--- config.mk ---
export PLATFORM = sky130hd
export DESIGN_NAME = sram_like_mux
export DESIGN_NICKNAME = d
export VERILOG_FILES = /design/src/rtl/sram_like_pkg.sv /design/src/rtl/sram_like_id_fifo.sv /design/src/rtl/sram_like_mux.sv
export SDC_FILE = /design/constraint.sdc
export NUM_CORES = 1
export LEC_CHECK = 0
export BUFFER_PORTS_ARGS = -buffer_cell sky130_fd_sc_hd__buf_2
export CELL_PAD_IN_SITES_DETAIL_PLACEMENT = 0
export CELL_PAD_IN_SITES_GLOBAL_PLACEMENT = 1
export CORE_AREA = 2 2 111 113
export CTS_BUF_LIST = sky130_fd_sc_hd__clkbuf_8
export CTS_CLUSTER_SIZE = 28
export DETAILED_ROUTE_END_ITERATION = 7
export DIE_AREA = 0 0 113 115
export GPL_TIMING_DRIVEN = 0
export PLACE_DENSITY_LB_ADDON = 0.1
export SLEW_MARGIN = 10
export SYNTH_ARGS = -nofsm -noshare
export SYNTH_HDL_FRONTEND = slang
export SYNTH_SLANG_ARGS = --single-unit
--- constraint.sdc ---
create_clock -name clk -period 6.8 [get_ports clk]
set_input_delay 0.68 -clock clk [delete_from_list [all_inputs] [get_ports clk]]
set_output_delay 0.68 -clock clk [all_outputs]
set_load 0.005 [all_outputs]
--- src/rtl/sram_like_pkg.sv ---
`default_nettype none
// ============================================================================
// Module      : sram_like_pkg
// Description : Shared definitions for the SRAM-like bus multiplexer:
//               transfer size encodings and index/count width helpers.
// Revision    : 1.0 - initial release
// ============================================================================
package sram_like_pkg;

    // Transfer size encodings carried on s_size / m_size
    localparam logic [1:0] SZ_BYTE = 2'd0;
    localparam logic [1:0] SZ_HALF = 2'd1;
    localparam logic [1:0] SZ_WORD = 2'd2;

    // Bits needed to index n items (at least one bit)
    function automatic int id_width(input int n);
        return (n <= 1) ? 1 : $clog2(n);
    endfunction

    // Bits needed to hold a count from 0 to n inclusive (n a power of two)
    function automatic int cnt_width(input int n);
        return id_width(n) + 1;
    endfunction

endpackage
`default_nettype wire

--- src/rtl/sram_like_id_fifo.sv ---
`default_nettype none
// ============================================================================
// Module      : sram_like_id_fifo
// Description : In-order FIFO of channel IDs for outstanding transactions.
//               Register-array storage, pointers wrap naturally at DEPTH.
// Revision    : 1.0 - initial release
// ============================================================================
module sram_like_id_fifo
    import sram_like_pkg::*;
#(
    parameter int W     = 1,
    parameter int DEPTH = 4
) (
    input  logic                       clk,
    input  logic                       rst,
    input  logic                       push,
    input  logic                       pop,
    input  logic [W-1:0]               din,
    output logic [W-1:0]               head,
    output logic [cnt_width(DEPTH)-1:0] count,
    output logic                       full,
    output logic                       empty
);

    localparam int c_PW = id_width(DEPTH);
    localparam int c_CW = cnt_width(DEPTH);

    logic [W-1:0]    r_mem [DEPTH];
    logic [c_PW-1:0] r_wptr;
    logic [c_PW-1:0] r_rptr;
    logic [c_CW-1:0] r_count;
    logic            w_push;
    logic            w_pop;

    // A push into a full FIFO or a pop from an empty one is ignored
    assign w_push = push & ~full;
    assign w_pop  = pop & ~empty;

    assign full  = (r_count == c_CW'(DEPTH));
    assign empty = (r_count == '0);
    assign head  = r_mem[r_rptr];
    assign count = r_count;

    // Storage write; contents need no reset because count gates every read
    always_ff @(posedge clk) begin
        if (w_push) begin
            r_mem[r_wptr] <= din;
        end
    end

    // Pointer and occupancy bookkeeping
    always_ff @(posedge clk) begin
        if (rst) begin
            r_wptr  <= '0;
            r_rptr  <= '0;
            r_count <= '0;
        end else begin
            if (w_push) begin
                r_wptr <= r_wptr + 1'b1;
            end
            if (w_pop) begin
                r_rptr <= r_rptr + 1'b1;
            end
            case ({w_push, w_pop})
                2'b10:   r_count <= r_count + 1'b1;
                2'b01:   r_count <= r_count - 1'b1;
                default: r_count <= r_count;
            endcase
        end
    end

endmodule
`default_nettype wire

--- src/rtl/sram_like_mux.sv ---
`default_nettype none
// ============================================================================
// Module      : sram_like_mux
// Description : N-to-1 SRAM-like bus multiplexer. Round-robin arbitration
//               with grant lock until acceptance; an in-order ID FIFO routes
//               each downstream response back to its issuing channel.
// Revision    : 1.0 - initial release
// ============================================================================
module sram_like_mux
    import sram_like_pkg::*;
#(
    parameter int NCH     = 2,
    parameter int AW      = 32,
    parameter int DW      = 32,
    parameter int MAX_OUT = 4
) (
    input  logic                  clk,
    input  logic                  reset,
    input  logic [NCH-1:0]        s_req,
    input  logic [NCH-1:0]        s_wr,
    input  logic [2*NCH-1:0]      s_size,
    input  logic [AW*NCH-1:0]     s_addr,
    input  logic [(DW/8)*NCH-1:0] s_wstrb,
    input  logic [DW*NCH-1:0]     s_wdata,
    output logic [NCH-1:0]        s_addr_ok,
    output logic [NCH-1:0]        s_data_ok,
    output logic [DW-1:0]         s_rdata,
    output logic                  m_req,
    output logic                  m_wr,
    output logic [1:0]            m_size,
    output logic [AW-1:0]         m_addr,
    output logic [DW/8-1:0]       m_wstrb,
    output logic [DW-1:0]         m_wdata,
    input  logic                  m_addr_ok,
    input  logic                  m_data_ok,
    input  logic [DW-1:0]         m_rdata,
    output logic                  err_unexp_rsp
);

    localparam int c_IW = id_width(NCH);
    localparam int c_CW = cnt_width(MAX_OUT);
    localparam int c_SW = DW / 8;

    logic [c_IW-1:0] r_ptr;
    logic            r_lock_v;
    logic [c_IW-1:0] r_lock_id;

    logic [c_IW-1:0] w_rr_gnt;
    logic [c_IW-1:0] w_gnt;
    logic [c_IW-1:0] w_gnt_next;
    logic            w_lock_hold;
    logic            w_accept;
    logic            w_rsp;
    logic            w_full;
    logic            w_empty;
    logic [c_IW-1:0] w_head;
    logic [c_CW-1:0] w_count;

    // Cyclic search for the first requester at or after the priority pointer
    always_comb begin
        int  idx;
        logic found;
        w_rr_gnt = r_ptr;
        found    = 1'b0;
        idx      = 0;
        for (int k = 0; k < NCH; k++) begin
            idx = int'(r_ptr) + k;
            if (idx >= NCH) begin
                idx = idx - NCH;
            end
            if (!found && s_req[idx]) begin
                found    = 1'b1;
                w_rr_gnt = c_IW'(idx);
            end
        end
    end

    // A locked channel keeps the grant only while it still requests
    assign w_lock_hold = r_lock_v & s_req[r_lock_id];
    assign w_gnt       = w_lock_hold ? r_lock_id : w_rr_gnt;
    assign w_gnt_next  = (int'(w_gnt) == NCH - 1) ? '0 : w_gnt + 1'b1;

    // Request path: granted channel's fields go straight downstream
    assign m_req   = s_req[w_gnt] & ~w_full & ~reset;
    assign m_wr    = s_wr[w_gnt];
    assign m_size  = s_size[int'(w_gnt)*2 +: 2];
    assign m_addr  = s_addr[int'(w_gnt)*AW +: AW];
    assign m_wstrb = s_wstrb[int'(w_gnt)*c_SW +: c_SW];
    assign m_wdata = s_wdata[int'(w_gnt)*DW +: DW];

    assign w_accept = m_req & m_addr_ok;
    assign w_rsp    = m_data_ok & ~w_empty & ~reset;

    assign s_rdata       = m_rdata;
    assign err_unexp_rsp = m_data_ok & w_empty & ~reset;

    // One-hot acknowledge to the granted channel on acceptance
    always_comb begin
        s_addr_ok = '0;
        if (w_accept) begin
            s_addr_ok[w_gnt] = 1'b1;
        end
    end

    // One-hot response strobe to the channel at the FIFO head
    always_comb begin
        s_data_ok = '0;
        if (w_rsp) begin
            s_data_ok[w_head] = 1'b1;
        end
    end

    // Priority pointer advances past each accepted channel
    always_ff @(posedge clk) begin
        if (reset) begin
            r_ptr <= '0;
        end else if (w_accept) begin
            r_ptr <= w_gnt_next;
        end
    end

    // Hold a presented-but-unaccepted request stable; drop on accept or withdraw
    always_ff @(posedge clk) begin
        if (reset) begin
            r_lock_v  <= 1'b0;
            r_lock_id <= '0;
        end else if (w_accept) begin
            r_lock_v <= 1'b0;
        end else if (m_req) begin
            r_lock_v  <= 1'b1;
            r_lock_id <= w_gnt;
        end else if (r_lock_v && !s_req[r_lock_id]) begin
            r_lock_v <= 1'b0;
        end
    end

    sram_like_id_fifo #(
        .W     (c_IW),
        .DEPTH (MAX_OUT)
    ) u_id_fifo (
        .clk   (clk),
        .rst   (reset),
        .push  (w_accept),
        .pop   (w_rsp),
        .din   (w_gnt),
        .head  (w_head),
        .count (w_count),
        .full  (w_full),
        .empty (w_empty)
    );

    // Occupancy is fully summarised by full/empty at this level
    logic w_unused;
    assign w_unused = ^w_count;

endmodule
`default_nettype wire

== Yosys cells after proc, flatten, opt, wreduce, memory -nomap -nowiden ==
Memories as Yosys holds them, arrays and structs flattened. A register that Yosys moved wholly into a read port is not among the register bits.
Index checks and enable logic that the tools add are counted.

* Eq/ne operators: 3
* Bitwise operators: 14
* Multiplexer cells: 32
* Reductions and logical operators: 11
* Magnitude comparators: 9
* Shifts and indexed selects: 4
* Add/subtract/negate cells: 8

{| class="wikitable"
|+ Operators by type and width
! cell !! count
|-
| variable part select 64 x 7 -> 32 bit || 2
|-
| < comparator 32 x 3 -> 1 bit (second input constant) || 2
|-
| two-way mux 32 bit || 2
|-
| two-way mux 1 bit || 23
|-
| AND 1 bit || 10
|-
| two-way mux 2 bit || 4
|-
| variable part select 8 x 4 -> 4 bit || 1
|-
| < comparator 1 x 2 -> 1 bit (second input constant) || 3
|-
| case mux 3 bit (2 select lines) || 1
|-
| adder 2 x 1 -> 2 bit (second input constant) || 2
|-
| logical AND 1 bit || 4
|-
| inverter 1 bit || 4
|-
| nonzero test 2 bit || 2
|-
| variable part select 4 x 3 -> 2 bit || 1
|-
| adder 3 x 1 -> 3 bit (second input constant) || 1
|-
| == test 3 bit (second input constant) || 1
|-
| zero test 3 bit || 1
|-
| subtractor 1 x 2 -> 3 bit (second input constant) || 1
|-
| subtractor 2 x 2 -> 3 bit (second input constant) || 1
|-
| subtractor 3 x 1 -> 3 bit (second input constant) || 1
|-
| adder 1 x 1 -> 2 bit (second input constant) || 1
|-
| demux 1 bit (select 1 bit) || 2
|-
| == test 2 x 1 -> 1 bit (second input constant) || 1
|-
| == test 2 bit (second input constant) || 1
|-
| other kinds (7) || 9
|}

* Register bits after elaboration: 10
* Output and inout bits: 109
* RAM bits: 4
* Input port bits: 180
* Word-level logic and storage cells: 88
* Memories kept: 1

{| class="wikitable"
|+ Memories
! memory !! depth !! bits a word !! read ports !! clocked after Yosys merged registers in !! wr ports !! line !! RTL
|-
| u_id_fifo.r_mem || 4 || 1 || 1 || 1 || 1 || sram_like_id_fifo.sv:28 || <nowiki>logic [W-1:0] r_mem [DEPTH];</nowiki>
|}

== Longest topological paths before layout ==
* Word-level depth: 18
* Mapped depth: 9
* Mapped depth without buffers: 9

== By module ==
Synthesis repeated with hierarchy kept, for this count alone.

* Cells, all modules: 202
* Area, all modules: 2,138.3 µm²

{| class="wikitable"
|+ By module, submodules not included
! module !! cells an instance !! area each (µm²) !! times used !! seq. area each (µm²)
|-
| sram_like_mux || 143 || 1,520.2 || 1 || 60.1
|-
| sram_like_id_fifo || 59 || 618.1 || 1 || 300.3
|}

== Least setup slack after synthesis ==
OpenSTA, ideal clock, no wires.

* Kind: input port to flip-flop
* Start point: input reset
* End point: register u_id_fifo.r_count[2] (netlist: u_id_fifo.count[2])
* Slack: 4,427 ps
* Library setup time: 71 ps
* Data required time: 6,729 ps
* Stages on the path: 9
* Data arrival time: 2,302 ps
* Path buffers: 1
* Cell sequence: buf_2 > nor4b_4 > inv_1 > ha_1 > inv_1 > fa_1 > xor2_1 > or3_1 > a21oi_1

* Longest elaborated chain between the ends: 6
* Elaborated cells on any way between the ends: 10
* Those cells by class: eq/ne: 2; mux: 1; bitwise: 6; reduce/logical: 1

{| class="wikitable"
|+ Ends and longest elaborated chain
! item !! line !! RTL
|-
| start: declaration || sram_like_mux.sv:18 || <nowiki>input logic reset,</nowiki>
|-
| inverter 1 bit || sram_like_mux.sv:84, sram_like_mux.sv:92 ||
|-
| AND 1 bit || sram_like_mux.sv:84 || <nowiki>assign m_req = s_req[w_gnt] & ~w_full & ~reset;</nowiki>
|-
| AND 1 bit || sram_like_mux.sv:91 || <nowiki>assign w_accept = m_req & m_addr_ok;</nowiki>
|-
| AND 1 bit || sram_like_id_fifo.sv:36 || <nowiki>assign w_push = push & ~full;</nowiki>
|-
| == test 2 x 1 -> 1 bit / == test 2 bit (equally long branches) || sram_like_id_fifo.sv:64 || <nowiki>case ({w_push, w_pop})</nowiki>
|-
| case mux 3 bit (2 select lines) / nonzero test 2 bit (equally long branches) || -- ||
|-
| end signal: assignment || sram_like_id_fifo.sv:65 || <nowiki>2'b10: r_count <= r_count + 1'b1;</nowiki>
|-
| end signal: assignment || sram_like_id_fifo.sv:66 || <nowiki>2'b01: r_count <= r_count - 1'b1;</nowiki>
|-
| end signal: assignment || sram_like_id_fifo.sv:67 || <nowiki>default: r_count <= r_count;</nowiki>
|-
| end: declaration || sram_like_id_fifo.sv:31 || <nowiki>logic [c_CW-1:0] r_count;</nowiki>
|}

Several ways; a longest one is shown, not always the timed one.
A chain may end at the register's enable or synchronous reset.

== Final worst setup path ==
* Start point: input s_req[0]
* End point: output m_addr[26]

* Longest elaborated chain between the ends: 9
* Elaborated cells on any way between the ends: 16
* Those cells by class: shift: 1; mux: 12; bitwise: 1; reduce/logical: 2

{| class="wikitable"
|+ Ends and longest elaborated chain
! item !! line !! RTL
|-
| start: declaration || sram_like_mux.sv:19 || <nowiki>input logic [NCH-1:0] s_req,</nowiki>
|-
| two-way mux 1 bit (implied by the code) (3 in a row) || sram_like_mux.sv:71 || <nowiki>if (!found && s_req[idx]) begin</nowiki>
|-
| two-way mux 1 bit || sram_like_mux.sv:71 ||
|-
| zero test 1 bit || sram_like_mux.sv:71 ||
|-
| logical AND 1 bit || sram_like_mux.sv:71 ||
|-
| two-way mux 1 bit || sram_like_mux.sv:71 ||
|-
| two-way mux 1 bit * || sram_like_mux.sv:80 || <nowiki>assign w_gnt = w_lock_hold ? r_lock_id : w_rr_gnt;</nowiki>
|-
| variable part select 64 x 7 -> 32 bit * || sram_like_mux.sv:87 || <nowiki>assign m_addr = s_addr[int'(w_gnt)*AW +: AW];</nowiki>
|-
| end: declaration || sram_like_mux.sv:31 || <nowiki>output logic [AW-1:0] m_addr,</nowiki>
|}

Every way passes the cells marked *; elsewhere a longest branch is shown, timed or not. The select of a mux whose other input is x is not followed.

==> impl_summary.md <==
Drt
Dividing the detail-routed via count by the number of cells gives 3.80. The detailed-routing iteration count for the pre-antenna-repair pass is 6. Dividing the detail-routed wire length by the instance count gives ~15 um. After detailed routing, the total wire length is between 9000 and 10000 um. The routed layout has 2278 vias. The residual DRC count is 40. The count of nets left with antenna violations once routing finished came out at 0.

The starting DRC count in detailed routing is 114.

Placement
The number of buffers inserted by port buffering is 255. The placer congestion estimate is 0.719. Before CTS, the worst setup slack after placement is 4110 ps. The half-perimeter wire length of the detailed placement result is 8210 um.

Floorplanning
The core footprint is 11800 um^2. The count of pins on the block boundary is 289. Row generation in the floorplan step produced 40 rows. The floorplan step set the die width to 113 um.

The height of the die is 115 um. The die covers 13000 um^2. The effective utilization at floorplan is 17.3%.

Final layout
The number of nets in the finished design is 637. The sequential cells in the finished layout cover a total of 360 um^2. The number of filler instances in the final layout is 1316. Summing all multi-input logic gate instances after layout gives 1340 um^2.

The layout overhead on the synthesized area is 73.7%. The post-route netlist has 83.3% of its cells at a drive strength greater than 1.

GRT
Entering global routing, the biggest net connects 14 pins. The number of antenna violations at the first check in global routing is 3. The global-route usage over all layers is between 10 and 15%. The first-pass GRT wire length is 12500 um. The number of global-route vias before repair is approximately 2.2k. The total overflow reported by the global router is 0.

STA
Setup repair after global routing left no endpoint under its margin. The transition time at the pin with the least slew margin is 601 ps. After routing, the total negative slack on setup checks comes to 0 ps. Setup slack closes at 4160 ps. Derived from the worst setup path, the maximum achievable clock frequency is approximately 0.38 GHz. After layout, the worst path uses 38.8% of the clock period. The final-report max-slew violation count is 0. The setup clock skew after layout is 8.95 ps. The worst-case headroom to the max-slew limit is 59.8%.

Setup violations remaining at the end of the flow were counted as 0. The final hold violation count is 0. For the finished layout, the period the worst path requires is 2640 ps.

Critical path
Tracing the worst setup path back leads to its startpoint at s_req[0]. The largest driver fanout on the critical path is 10. The launching point of the worst reg2reg path is u_id_fifo.count[2]. The capture instance of the worst register-to-register path is u_id_fifo.count[2]. The worst setup slack for register-to-register paths is 4360 ps. The critical path launch point type is an input port.

The endpoint required time on the critical path is 6120 ps. The depth of the most critical reg-to-reg path is 9. The element type at the critical path end is a primary output. Data on the critical path arrives at its endpoint at between 1500 and 2000 ps.

The kind of critical path is in -> out.

Clock network
The tree is rooted in a clkbuf_8. After clock tree synthesis, the flow added hold-fix buffers numbering 0. The sink count of the clock tree is 16. After clock tree synthesis, the clock-pin slew on the worst setup and hold paths is 70 ps.

Post-CTS repair changed the size of 0 cells. TritonCTS built the clock tree. The longest clock path from root to sink contains 2 buffers.

The total clock buffers created by CTS is 3. The total number of H-tree levels is 1. The clock latency of the later-clocked register in the worst-skew pair is 250 ps.

The count of buffers added by post-CTS timing repair for setup is 0.

Pwr
The relative contribution of the clock network to total power is 17.3%. The internal power contribution is 0.000292 W. The switching power share of the total is 30.7%. The sequential share of power is 25.5%. The relative contribution of combinational cells to total power is a little under three fifths. For this design the total switching power over the nets is roughly 0.00013 W.

The total power per unit cell area is 118 nW/um^2. The worst-case vdd ir drop is 0.0661 mV. The leakage power total is 1.94 nW.

Logic synthesis
Synthesis instantiated 32 different standard cells from the library. After Yosys synthesis, full adders, half adders and majority gates account for roughly 4% of the synthesized area. The sequential share of the synthesized area is 17.6%. Of the total synthesized cell area, the portion taken by XOR and XNOR cells is under 10%. The net count after synthesis is roughly 380. After synthesis the netlist holds a flip-flop and latch count of 16.

Of the post-synthesis cell area, the part taken by muxes is 47.6%. During synthesis, Yosys emitted a total of 0 warnings. Yosys attributes the largest share of cell area to mux2_4, mux2_2, dfxtp_1, buf_4, edfxtp_1. Counting flops with a built-in enable in the synthesized netlist gives 4. The fraction of synthesized cell area taken by the top area cell type is 25.7%.

Synthesis produced a netlist whose cell count is 191. The mean instance size in the synthesized netlist is 10.7 um^2. The mapped cell area is 2050 um^2. Summing the areas of all and, or, nand and nor instances in the mapped netlist gives 8.31% of the synthesized area.

The primary flip-flop cell chosen by synthesis mapping is dfxtp_1. The main combinational cell family by area after synthesis is multiplexers. The share of synthesized registers carrying an async set or reset is 0%. The synthesized netlist devotes under 10% of its cell area to compound gates.

The cell type with the highest aggregate area in the netlist is mux2_4.

Status
The run finished, with violations left. The checks that failed: DRC.

Hold path
The worst hold-check path type is reg -> reg. The number of cells on the worst hold path is 2. The terminating pin of the worst hold path is u_id_fifo.count[2]. In this run the most critical hold path is launched from u_id_fifo.count[2].

Flow run
Across the run, the number of max-cap violations was 0.
layout by cell type, fill, tap and decap left out, types with 2 or more instances in the layout:
cell type	Yosys	final
dfxtp_1	12	12
buf_2	4	259
or3_1	3	3
buf_6	5	5
edfxtp_1	4	4
nor2_1	13	13
and2_1	6	6
a21oi_1	3	3
mux2_2	37	37
clkbuf_8	0	3
xor2_1	4	4
mux2_4	35	35
diode_2	0	2
buf_4	32	32
ha_1	5	5
nor3b_1	2	2
o21ai_0	2	2
inv_1	8	8
layout make-up:
| cell class | count | share of cell area, % |
|---|---|---|
| timing repair buffer | 255 | 35.9 |
| clock inverter | 1 | 0.105 |
| buffer | 42 | 9.00 |
| antenna | 2 | 0.141 |
| clock buffer | 3 | 1.16 |
| inverter | 8 | 0.844 |
| tap | 147 | 5.17 |
| sequential | 16 | 10.1 |
| multi-input combinational | 125 | 37.6 |
metal layers:
layer  wire (um)  GRT usage, %  share of wire, %  vias up
met5          13             0              0.14        -
met4          84          2.44              0.92        2
li1            -             -                 -     1155
met2        4780          22.7                52      102
met1        3450          14.9                38     1011
met3         787          2.95               8.6        8
cell families (layout without fill, tap and decap cells):
group           count (synthesis)  in the layout
compound gates                 10             10
xor+xnor                        5              5
flops                          16             16
fa+ha+maj                       6              6
other cells                     0              2
mux                            74             74
buf+inv                        50            309
simple gates                   30             30
how the worst max path moves through the flow:
stage                               endpoint  slack (ps)  cells after the start
after floorplan           u_id_fifo.count[2]        4430                      9
after global placement           m_wdata[15]        4140                      7
after detailed placement  u_id_fifo.count[2]        4110                      9
after CTS                         m_addr[26]        4120                      8
after global routing             m_wdata[15]        4050                      6
final                             m_addr[26]        4160                      8
power by group through the flow:
stage | Combinational (W) | Clock [W] | Sequential, W
floorplan | 0.000133 | 0 | 0.000109
global placement | 0.000245 | 0 | 0.000110
detailed placement | 0.000245 | 0 | 0.000110
CTS | 0.000246 | 0.0000745 | 0.000108
global route | 0.000264 | 0.0000777 | 0.000109
finish | 0.000241 | 0.0000729 | 0.000108
cell usage after synthesis (3+ instances only):
cell type	count
or3_1	3
ha_1	5
inv_1	8
xor2_1	4
a21oi_1	3
dfxtp_1	12
mux2_2	37
and2_1	6
edfxtp_1	4
buf_6	5
nor2_1	13
buf_4	32
mux2_4	35
buf_2	4
critical path, stage by stage:
cell      delay, ps
buf_2           120
nand2b_1         70
a21oi_1          70
a21oi_2         170
buf_6           190
buf_6           190
mux2_4          310
buf_2           140
per-stage QoR:
step	total power [W]	instance area, um^2	hold WS (ps)	util (%)	instances
3_3_place_gp	0.000355	3510	488	29.7	593
5_1_grt	0.000450	3560	520	30.1	598
6_report	0.000422	3560	504	30.1	599
2_1_floorplan	0.000242	2050	461	-	191
4_1_cts	0.000428	3550	507	30.1	597
3_5_place_dp	0.000354	3510	493	29.7	593
(Power assumes the default switching activity.)
